File: src/rtl/adpll_pkg.sv
// Shared types and helpers for the parametrised ADPLL core.
// Lock detection is compiled in only when ADPLL_LOCK_DET_EN is defined.
package adpll_pkg;

    localparam int unsigned GAIN_SH_W = 4;

    typedef enum logic [1:0] {
        PdIdle    = 2'd0,
        PdWaitFb  = 2'd1,
        PdWaitRef = 2'd2
    } pd_state_t;

    // Clamp a sign-extended value into the range of a w-bit two's-complement number.
    function automatic logic signed [31:0] sat_signed(input logic signed [31:0] v, input int w);
        logic signed [31:0] hi;
        logic signed [31:0] lo;
        hi = (32'sd1 <<< (w - 1)) - 32'sd1;
        lo = -hi - 32'sd1;
        if (v > hi) begin
            return hi;
        end else if (v < lo) begin
            return lo;
        end
        return v;
    endfunction

endpackage

File: src/rtl/adpll_counter_pd.sv
// Counter-based phase detector: synchronises the reference, detects rising edges of
// reference and feedback, and measures their separation in clk cycles.
module adpll_counter_pd
    import adpll_pkg::*;
#(
    parameter int TDC_W = 10
) (
    input  logic                    clk,
    input  logic                    reset,
    input  logic                    clk_ref,
    input  logic                    enable,
    input  logic                    fb_clk,
    output logic signed [TDC_W-1:0] phase_err,
    output logic                    err_valid
);

    localparam logic signed [TDC_W-1:0] CNT_MAX = TDC_W'((1 << (TDC_W - 1)) - 1);
    localparam logic signed [TDC_W-1:0] CNT_MIN = -CNT_MAX;

    logic [1:0]              sync_q, sync_d;
    logic                    ref_prev_q, ref_prev_d;
    logic                    fb_prev_q, fb_prev_d;
    pd_state_t               state_q, state_d;
    logic signed [TDC_W-1:0] cnt_q, cnt_d;
    logic signed [TDC_W-1:0] phase_err_q, phase_err_d;
    logic                    err_valid_q, err_valid_d;
    logic                    ref_r, fb_r;

    assign ref_r = sync_q[1] & ~ref_prev_q;
    assign fb_r  = fb_clk & ~fb_prev_q;

    always_comb begin
        sync_d      = {sync_q[0], clk_ref};
        ref_prev_d  = sync_q[1];
        fb_prev_d   = fb_clk;
        state_d     = state_q;
        cnt_d       = cnt_q;
        phase_err_d = phase_err_q;
        err_valid_d = 1'b0;
        if (!enable) begin
            state_d = PdIdle;
            cnt_d   = '0;
        end else begin
            case (state_q)
                PdIdle: begin
                    if (ref_r && fb_r) begin
                        phase_err_d = '0;
                        err_valid_d = 1'b1;
                    end else if (ref_r) begin
                        state_d = PdWaitFb;
                        cnt_d   = TDC_W'(1);
                    end else if (fb_r) begin
                        state_d = PdWaitRef;
                        cnt_d   = '1;
                    end
                end
                // A second reference edge while waiting is ignored; only fb closes.
                PdWaitFb: begin
                    if (fb_r) begin
                        state_d     = PdIdle;
                        phase_err_d = cnt_q;
                        err_valid_d = 1'b1;
                        cnt_d       = '0;
                    end else if (cnt_q != CNT_MAX) begin
                        cnt_d = cnt_q + TDC_W'(1);
                    end
                end
                PdWaitRef: begin
                    if (ref_r) begin
                        state_d     = PdIdle;
                        phase_err_d = cnt_q;
                        err_valid_d = 1'b1;
                        cnt_d       = '0;
                    end else if (cnt_q != CNT_MIN) begin
                        cnt_d = cnt_q - TDC_W'(1);
                    end
                end
                default: begin
                    state_d = PdIdle;
                    cnt_d   = '0;
                end
            endcase
        end
    end

    always_ff @(posedge clk) begin
        if (reset) begin
            sync_q      <= '0;
            ref_prev_q  <= 1'b0;
            fb_prev_q   <= 1'b0;
            state_q     <= PdIdle;
            cnt_q       <= '0;
            phase_err_q <= '0;
            err_valid_q <= 1'b0;
        end else begin
            sync_q      <= sync_d;
            ref_prev_q  <= ref_prev_d;
            fb_prev_q   <= fb_prev_d;
            state_q     <= state_d;
            cnt_q       <= cnt_d;
            phase_err_q <= phase_err_d;
            err_valid_q <= err_valid_d;
        end
    end

    assign phase_err = phase_err_q;
    assign err_valid = err_valid_q;

endmodule

File: src/rtl/adpll_core_param.sv
// Parametrised ADPLL: counter phase detector, saturating PI filter, accumulator DCO and
// feedback divider. Define ADPLL_LOCK_DET_EN to build the lock detector.
module adpll_core_param
    import adpll_pkg::*;
#(
    parameter int W        = 8,
    parameter int TDC_W    = 10,
    parameter int ACC_W    = 16,
    parameter int NDIV_W   = 4,
    parameter int LOCK_N   = 16,
    parameter int LOCK_TOL = 2
) (
    input  logic                    clk,
    input  logic                    reset,
    input  logic                    clk_ref,
    input  logic                    enable,
    input  logic [NDIV_W-1:0]       ndiv,
    input  logic [GAIN_SH_W-1:0]    alpha_sh,
    input  logic [GAIN_SH_W-1:0]    beta_sh,
    input  logic [GAIN_SH_W-1:0]    kdco_sh,
    input  logic [ACC_W-1:0]        dco_offset,
    output logic signed [TDC_W-1:0] phase_err,
    output logic                    err_valid,
    output logic signed [W-1:0]     filter_out,
    output logic signed [W-1:0]     integ_out,
    output logic                    dco_out,
    output logic                    fb_clk,
    output logic                    lock
);

    localparam int SW = TDC_W + W;
    localparam int IW = ACC_W + 1;
    localparam logic signed [IW-1:0] INC_MIN = IW'(1);
    localparam logic signed [IW-1:0] INC_MAX = IW'((1 << (ACC_W - 1)) - 1);

    logic signed [TDC_W-1:0] pd_err;
    logic                    pd_valid;

    logic signed [W-1:0]     integ_q, integ_d;
    logic signed [W-1:0]     filter_q, filter_d;
    logic signed [SW-1:0]    err_ext, integ_sum, prop_sum;
    logic signed [W-1:0]     integ_new, filter_new;

    logic signed [IW-1:0]    inc_raw;
    logic [ACC_W-1:0]        inc;
    logic [ACC_W-1:0]        acc_q, acc_d;
    logic                    dco_q, dco_d;
    logic                    dco_prev_q, dco_prev_d;
    logic [NDIV_W-1:0]       div_cnt_q, div_cnt_d;
    logic                    fb_q, fb_d;
    logic                    dco_rise;

    adpll_counter_pd #(
        .TDC_W (TDC_W)
    ) u_pd (
        .clk       (clk),
        .reset     (reset),
        .clk_ref   (clk_ref),
        .enable    (enable),
        .fb_clk    (fb_q),
        .phase_err (pd_err),
        .err_valid (pd_valid)
    );

    // PI filter: wide arithmetic, then clamp, so the state never wraps.
    always_comb begin
        err_ext    = SW'(pd_err);
        integ_sum  = SW'(integ_q) + (err_ext >>> beta_sh);
        integ_new  = W'(sat_signed(32'(integ_sum), W));
        prop_sum   = SW'(integ_new) + (err_ext >>> alpha_sh);
        filter_new = W'(sat_signed(32'(prop_sum), W));
        integ_d    = integ_q;
        filter_d   = filter_q;
        if (pd_valid && enable) begin
            integ_d  = integ_new;
            filter_d = filter_new;
        end
    end

    // DCO increment is clamped positive and below half-scale so the MSB always toggles.
    always_comb begin
        inc_raw = $signed({1'b0, dco_offset}) + (IW'(filter_q) <<< kdco_sh);
        if (inc_raw < INC_MIN) begin
            inc = INC_MIN[ACC_W-1:0];
        end else if (inc_raw > INC_MAX) begin
            inc = INC_MAX[ACC_W-1:0];
        end else begin
            inc = inc_raw[ACC_W-1:0];
        end
        acc_d = acc_q + inc;
        dco_d = acc_q[ACC_W-1];
    end

    assign dco_rise = dco_q & ~dco_prev_q;

    always_comb begin
        dco_prev_d = dco_q;
        div_cnt_d  = div_cnt_q;
        fb_d       = fb_q;
        if (ndiv == '0) begin
            div_cnt_d = '0;
            fb_d      = dco_q;
        end else if (dco_rise) begin
            // >= lets a reduced ndiv wrap immediately instead of counting through overflow.
            if (div_cnt_q >= ndiv - NDIV_W'(1)) begin
                div_cnt_d = '0;
                fb_d      = ~fb_q;
            end else begin
                div_cnt_d = div_cnt_q + NDIV_W'(1);
            end
        end
    end

    always_ff @(posedge clk) begin
        if (reset) begin
            integ_q    <= '0;
            filter_q   <= '0;
            acc_q      <= '0;
            dco_q      <= 1'b0;
            dco_prev_q <= 1'b0;
            div_cnt_q  <= '0;
            fb_q       <= 1'b0;
        end else begin
            integ_q    <= integ_d;
            filter_q   <= filter_d;
            acc_q      <= acc_d;
            dco_q      <= dco_d;
            dco_prev_q <= dco_prev_d;
            div_cnt_q  <= div_cnt_d;
            fb_q       <= fb_d;
        end
    end

`ifdef ADPLL_LOCK_DET_EN
    localparam int LCW = $clog2(LOCK_N + 1);
    localparam logic signed [TDC_W-1:0] TOL = TDC_W'(LOCK_TOL);

    logic [LCW-1:0] lock_cnt_q, lock_cnt_d;
    logic           lock_q, lock_d;
    logic           in_tol;

    assign in_tol = (pd_err <= TOL) && (pd_err >= -TOL);

    always_comb begin
        lock_cnt_d = lock_cnt_q;
        lock_d     = lock_q;
        if (!enable) begin
            lock_cnt_d = '0;
            lock_d     = 1'b0;
        end else if (pd_valid) begin
            if (in_tol) begin
                if (lock_cnt_q < LCW'(LOCK_N)) begin
                    lock_cnt_d = lock_cnt_q + LCW'(1);
                end
                lock_d = (lock_cnt_d == LCW'(LOCK_N));
            end else begin
                lock_cnt_d = '0;
                lock_d     = 1'b0;
            end
        end
    end

    always_ff @(posedge clk) begin
        if (reset) begin
            lock_cnt_q <= '0;
            lock_q     <= 1'b0;
        end else begin
            lock_cnt_q <= lock_cnt_d;
            lock_q     <= lock_d;
        end
    end

    // A bad error or disable drops lock in the very cycle it is seen.
    assign lock = lock_q & enable & ~(pd_valid & ~in_tol);
`else
    logic unused_lock_cfg;
    assign unused_lock_cfg = ^{32'(LOCK_N), 32'(LOCK_TOL)};
    assign lock = 1'b0;
`endif

    assign phase_err  = pd_err;
    assign err_valid  = pd_valid;
    assign filter_out = filter_q;
    assign integ_out  = integ_q;
    assign dco_out    = dco_q;
    assign fb_clk     = fb_q;

endmodule

File: config.mk
export PLATFORM = sky130hd
export DESIGN_NAME = adpll_core_param
export DESIGN_NICKNAME = d
export VERILOG_FILES = /design/src/rtl/adpll_pkg.sv /design/src/rtl/adpll_counter_pd.sv /design/src/rtl/adpll_core_param.sv
export SDC_FILE = /design/constraint.sdc
export NUM_CORES = 1
export LEC_CHECK = 0
export CAP_MARGIN = 20
export CORE_MARGIN = 4
export CORE_UTILIZATION = 45
export DETAILED_ROUTE_END_ITERATION = 6
export GPL_TIMING_DRIVEN = 0
export PLACE_DENSITY = 0.65
export SYNTH_ARGS = -nofsm -noshare
export SYNTH_HDL_FRONTEND = slang
export SYNTH_HIERARCHICAL = 1
export SYNTH_SLANG_ARGS = --single-unit
File: constraint.sdc
create_clock -name clk -period 11 [get_ports clk]
set_clock_uncertainty 0.15 [all_clocks]
set_input_delay 2.2 -clock clk [delete_from_list [all_inputs] [get_ports clk]]
set_output_delay 2.2 -clock clk [all_outputs]
set_load 0.01 [all_outputs]
### Yosys cells after proc, flatten, opt, wreduce, memory -nomap -nowiden

Index checks and enable logic that the tools add are counted.

| operators by class | value |
|---|---|
| add/sub/neg operators | 8 |
| $lt $le $gt $ge | 7 |
| eq/ne operators | 11 |
| shift-type cells | 3 |
| muxes and demuxes | 38 |
| bitwise operators | 8 |
| reductions and logical operators | 13 |

Operator list:

| kind | number |
|---|---|
| 10-bit 2-to-1 mux | 10 |
| 10-bit one-hot mux with 3 select lines | 2 |
| 8-bit 2-to-1 mux | 6 |
| 8-bit by 18-bit adder with 18-bit output | 2 |
| 18-bit by 8-bit greater-than comparator with 1-bit output, second input constant | 2 |
| 18-bit by 8-bit < comparator with 1-bit output, second input constant | 2 |
| 10-bit by 4-bit >>> shifter with 18-bit output | 2 |
| 16-bit 2-to-1 mux | 2 |
| 10-bit != test, second input constant | 2 |
| 17-bit adder | 1 |
| 17-bit by 16-bit greater-than comparator with 1-bit output, second input constant | 1 |
| 17-bit by 2-bit < comparator with 1-bit output, second input constant | 1 |
| 8-bit by 4-bit <<< shifter with 17-bit output | 1 |
| 16-bit adder | 1 |
| 10-bit by 2-bit adder with 10-bit output, second input constant | 1 |
| 1-bit 2-to-1 mux | 10 |
| 2-bit 2-to-1 mux | 5 |
| 10-bit by 2-bit subtractor with 10-bit output, second input constant | 1 |
| 3-bit by 1-bit != test with 1-bit output, second input constant | 3 |
| 4-bit AND reduction | 2 |
| 2-bit by 1-bit != test with 1-bit output, second input constant | 3 |
| 2-bit one-hot mux with 3 select lines | 1 |
| 1-bit NOT | 5 |
| 5-bit AND reduction | 1 |
| other kinds (16) | 21 |

| word-level totals | value |
|---|---|
| bits in registers | 66 |
| bits of input ports | 36 |
| output and inout bits | 30 |

### Depth between registers and ports, before layout

Gate-level depths: netlist (run 1).

| logic depth | value |
|---|---|
| word-level depth | 11 |
| depth in mapped cells | 27 |

### Hierarchy

The synthesis (run 1) kept the hierarchy.

By module, submodules not included:

| module | instances | cells each | area an instance (um2) |
|---|---|---|---|
| adpll_core_param | 1 | 662 | 5037.3 |
| adpll_counter_pd | 1 | 205 | 1600.3 |

### Least setup slack after synthesis (run 1)

No wires, ideal clock.

| path | value |
|---|---|
| kind | input to register |
| start | input beta_sh[0] |
| end | register filter_q[0], in the netlist filter_out[0] |
| data arrival time | 8104 ps |
| slack | 2614 ps |
| stages | 23 |
| buffers on the path | 2 |
| cell sequence | clkbuf_1 mux4_2 mux4_2 ha_1 fa_1 a21oi_1 o221ai_1 a21oi_1 mux2i_1 a21oi_1 maj3_1 o21a_1 buf_2 a21oi_1 ha_1 a21oi_1 o211ai_2 or2_1 a311o_1 or3_1 a2111o_1 nand3_2 o32ai_1 |

| between the ends | value |
|---|---|
| longest elaborated chain between the ends | 11 |

RTL lines:

| element | line | text |
|---|---|---|
| from (decl) | adpll_core_param.sv:19 | `input logic [GAIN_SH_W-1:0] beta_sh,` |
| 10-bit by 4-bit >>> shifter with 18-bit output * | adpll_core_param.sv:68 | `integ_sum = SW'(integ_q) + (err_ext >>> beta_sh);` |
| 8-bit by 18-bit adder with 18-bit output * | adpll_core_param.sv:68 |  |
| 18-bit by 8-bit < comparator with 1-bit output | adpll_pkg.sv:21 | `end else if (v < lo) begin` |
| 1-bit 2-to-1 mux | adpll_pkg.sv:21 |  |
| 1-bit 2-to-1 mux | adpll_pkg.sv:19 | `if (v > hi) begin` |
| 8-bit 2-to-1 mux * | adpll_pkg.sv:24 | `return v;` |
| named net integ_new[1] | adpll_core_param.sv:42 | `logic signed [W-1:0] integ_new, filter_new;` |
| 8-bit by 18-bit adder with 18-bit output * | adpll_core_param.sv:70 | `prop_sum = SW'(integ_new) + (err_ext >>> alpha_sh);` |
| 18-bit by 8-bit < comparator with 1-bit output | adpll_pkg.sv:21 |  |
| 1-bit 2-to-1 mux | adpll_pkg.sv:21 |  |
| 1-bit 2-to-1 mux | adpll_pkg.sv:19 |  |
| 8-bit 2-to-1 mux * | adpll_pkg.sv:24 |  |
| to (signal assigned) | adpll_core_param.sv:125 | `filter_q <= filter_d;` |
| to (decl) | adpll_core_param.sv:40 | `logic signed [W-1:0] filter_q, filter_d;` |

Mark *: on every way through the listed nets, which the timed path passes. The rest lies on a longest branch.
A chain may end at the register's enable or synchronous reset.

### Final worst setup path (run 1)

| path | value |
|---|---|
| start | input beta_sh[1] |
| end | register filter_q[0], in the netlist filter_out[0] |

Same word-level chain as after synthesis.

==> results of run 1 <==
-- synthesized netlist by cell type, types with 4 or more instances --
cell type  number
mux2i_1        21
nand3_1        30
fa_1            4
nor3_1         19
nand2_1        73
o21bai_1        5
and2_1         10
a32oi_1         6
o21ai_0        37
nand2b_1       17
a211o_1         4
ha_1           64
a221o_1         7
or2_2           8
nor4_1          5
and3_1          6
xor2_1         19
o21a_1          8
o22ai_1        11
a211oi_1       15
nor2_1         96
inv_1          34
mux2_2          6
a31oi_1        10
a2111oi_0       4
o221ai_1        7
o211ai_1        6
or3_1           5
nor2b_1        23
clkbuf_1       30
a21oi_1        89
o31ai_1         4
dfxtp_1        66
nand4_1         9
mux4_2          8
a21o_1         24
xnor2_1        26
-- state kept, by name, summed over array words and instances (netlist names), 2 cells and up --
signal	count
acc_q	16
div_cnt_q	4
filter_out	8
integ_out	8
u_pd/cnt_q	10
u_pd/phase_err	10
u_pd/state_q	2
u_pd/sync_q	2
-- critical path, stage by stage --
cell	delay [ns]
clkdlybuf4s50_1	0.55
mux4_2	0.52
mux4_2	0.46
ha_1	0.23
fa_1	0.40
a21oi_1	0.29
o221ai_1	0.18
a21oi_1	0.29
mux2i_1	0.29
a21oi_1	0.07
maj3_1	0.38
o21a_1	0.21
buf_2	0.18
a21oi_1	0.33
ha_1	0.29
a21oi_1	0.20
o211ai_2	0.14
or2_1	0.26
a311o_1	0.37
or3_1	0.33
a2111o_1	0.43
nand3_2	0.16
o32ai_1	0.10
-- cell families (layout without fill, tap and decap cells) --
kind of cell / count (synthesis) / in the layout / synth area share, %
AOI/OAI and AO/OA: 261 / 261 / 25.83
xor gates and xnor gates: 45 / 45 / 5.938
adders and majority gates: 69 / 69 / 13.42
buffers and inverters: 72 / 149 / 4.505
DFF: 66 / 66 / 19.91
muxes: 35 / 35 / 6.899
other: 1 / 1 / 0.05650
and+or+nand+nor: 318 / 318 / 23.45
-- power breakdown --
group          switching [mW]  total (mW)  leakage (nW)  internal (mW)
Clock                   0.110       0.311         0.161          0.201
Sequential             0.0128       0.282         0.537          0.269
Combinational           0.203       0.374          2.63          0.171
-- path summary, 6_finish.rpt --
path	startpoint	to	cells after the start
setup / recovery	beta_sh[1]	filter_out[0]$_SDFFE_PP0P_	23
hold / removal	u_pd/sync_q[0]$_SDFF_PP0_	u_pd/sync_q[1]$_SDFF_PP0_	1
setup reg to reg	u_pd/phase_err[7]$_SDFFE_PP0P_	filter_out[0]$_SDFFE_PP0P_	22
hold reg to reg	u_pd/sync_q[0]$_SDFF_PP0_	u_pd/sync_q[1]$_SDFF_PP0_	1
-- per-layer routing --
layer / routed length (um) / global-route usage [%]
met1: 8930 / 31.74
met3: 928 / 2.597
met4: 274 / 5.257
met5: 0 / 0
met2: 7413 / 31.86
-- through the flow --
stage | worst slack (ns) | utilization [%] | power (mW) | area [um2] | hold slack [ns]
2_1_floorplan | 2.614 | - | 0.5774 | 6638 | 0.2638
3_3_place_gp | 1.860 | 51.65 | 0.6536 | 7478 | 0.2664
3_5_place_dp | 1.824 | 51.65 | 0.6559 | 7478 | 0.2746
4_1_cts | 2.154 | 53.90 | 0.9729 | 7804 | 0.2886
5_1_grt | 1.800 | 53.90 | 1.037 | 7804 | 0.3045
6_report | 2.183 | 53.90 | 0.9668 | 7804 | 0.2884
-- cell type report --
class                           count  area [um2]
Fill cell                        1405        6675
Tap cell                          184       230.2
Buffer                             38       171.4
Inverter                           34       127.6
Clock buffer                        9       225.2
Clock inverter                      7       100.1
Timing Repair Buffer               61       610.6
Multi-Input combinational cell    729        5017
Sequential cell                    66        1321
==> impl_metrics.json, run 1 <==
{
  "ant_nets": 0,
  "placedCellCount": 1112,
  "dp_hpwl_um": 13730,
  "grt_util_all_layers_pct": 21.06,
  "layout_commonest_cell": "nor2_1",
  "rsz0062_at_grt": "false",
  "wl_um": 17550,
  "wl_per_cell_um": 15.55,
  "setup_viol": 0,
  "cp.required_ns": 11.05,
  "io_pins": 66,
  "yosysWarnings": 6,
  "clock_sinks": 66,
  "setup_tns_ns": 0,
  "synthFlopType": "dfxtp_1",
  "ys_ff_latch": 66,
  "tightest_slew_ns": 0.6557,
  "io_buffers": 61,
  "layout_min_cycle_time_ns": 8.817,
  "layout_common_cells": "nor2_1 (96), a21oi_1 (89), nand2_1 (73), dfxtp_1 (66), ha_1 (64)",
  "yosysSeqAreaShare_pct": 19.91,
  "die_h_um": 129.5,
  "syn_to_final_growth_pct": 17.57,
  "maxSlewViolCount": 0,
  "status": "finished clean",
  "grt_pass1_vias": 5945,
  "grt_start_max_net_pins": 14,
  "final_nets": 1043,
  "core_area_mm2": 0.01448,
  "synth.distinct_cells": 72,
  "cts_root_buf": "clkbuf_16",
  "vias": 6495,
  "drt_iter0_markers": 376,
  "synth-edff-count": 0,
  "fp-row-count": 44,
  "crit_arrival_ns": 8.86,
  "clock_path_buffers": 2,
  "maxClockFrequency_ghz": 0.1134,
  "cts_hold_buf": 0,
  "tritoncts": "done",
  "fin_crit_sh_pct": 80.15,
  "synth_top_area_cell": "dfxtp_1",
  "syn-num-nets": 971,
  "clkLatencyLatePin_ns": 0.33,
  "relSlewSlack_pct": 55.16,
  "drive_gt1_share_pct": 5.932,
  "htreeDepth": 3,
  "first_pass_iters": 5,
  "startpoint_type": "input pin",
  "hold_path.class": "reg -> reg",
  "final_cells": 1128,
  "ff2ff_setup_slack_ns": 4.19,
  "ir_drop_mv": 0.06697,
  "postSynthCellCount": 867,
  "cts_setup_buffers": 0,
  "cp_max_fo": 10,
  "antenna_found_initial": 0,
  "synth_area_mm2": 0.006638,
  "finalHoldViolations": 0,
  "cts_resized": 0,
  "clk_pin_slew_ns": 0.06,
  "n_antenna_cell": 0,
  "critPathKind": "in -> reg",
  "die_w_um": 129.5,
  "drc_errors": 0,
  "synth-async-reset-ratio_pct": 0,
  "ys_top_cells_by_area": "dfxtp_1 (20%), ha_1 (12%), a21oi_1 (6.7%), nor2_1 (5.4%), nand2_1 (4.1%)",
  "cts_buffers": 9,
  "grt_pass1_wl_um": 29110,
  "via_per_inst": 5.758,
  "yosysTopAreaCellShare_pct": 19.91,
  "initial_core_util_pct": 45.84,
  "syn_avg_cell_area_um2": 7.656,
  "leakage_nw": 3.333,
  "crit_path_end_kind": "flop",
  "pwr_density_cell_mw_per_mm2": 123.9,
  "gp_congestion": 0.8828,
  "maxCapViolCount": 0,
  "grt_overflow": 0,
  "die-area_mm2": 0.01676
}
Note: power is estimated with default switching activity, not from simulation.
==> run 2, diff against run 1 <==
==> constraint.sdc (replaced) <==
create_clock -name clk -period 9.1 [get_ports clk]
set_clock_uncertainty 0.15 [all_clocks]
set_input_delay 1.82 -clock clk [delete_from_list [all_inputs] [get_ports clk]]
set_output_delay 1.82 -clock clk [all_outputs]
set_load 0.01 [all_outputs]
==> results of run 2 <==
Same layout as run 1 (identical final DEF). Status: finished clean.
Main changes from that run: setup slack after placement 1.824 ns -> 0.3041 ns; setup slack after layout 2.183 ns -> 0.6630 ns; register-to-register setup slack 4.19 ns -> 2.29 ns; total power 0.9668 mW -> 1.169 mW; worst IR drop on VDD 0.06697 mV -> 0.08095 mV
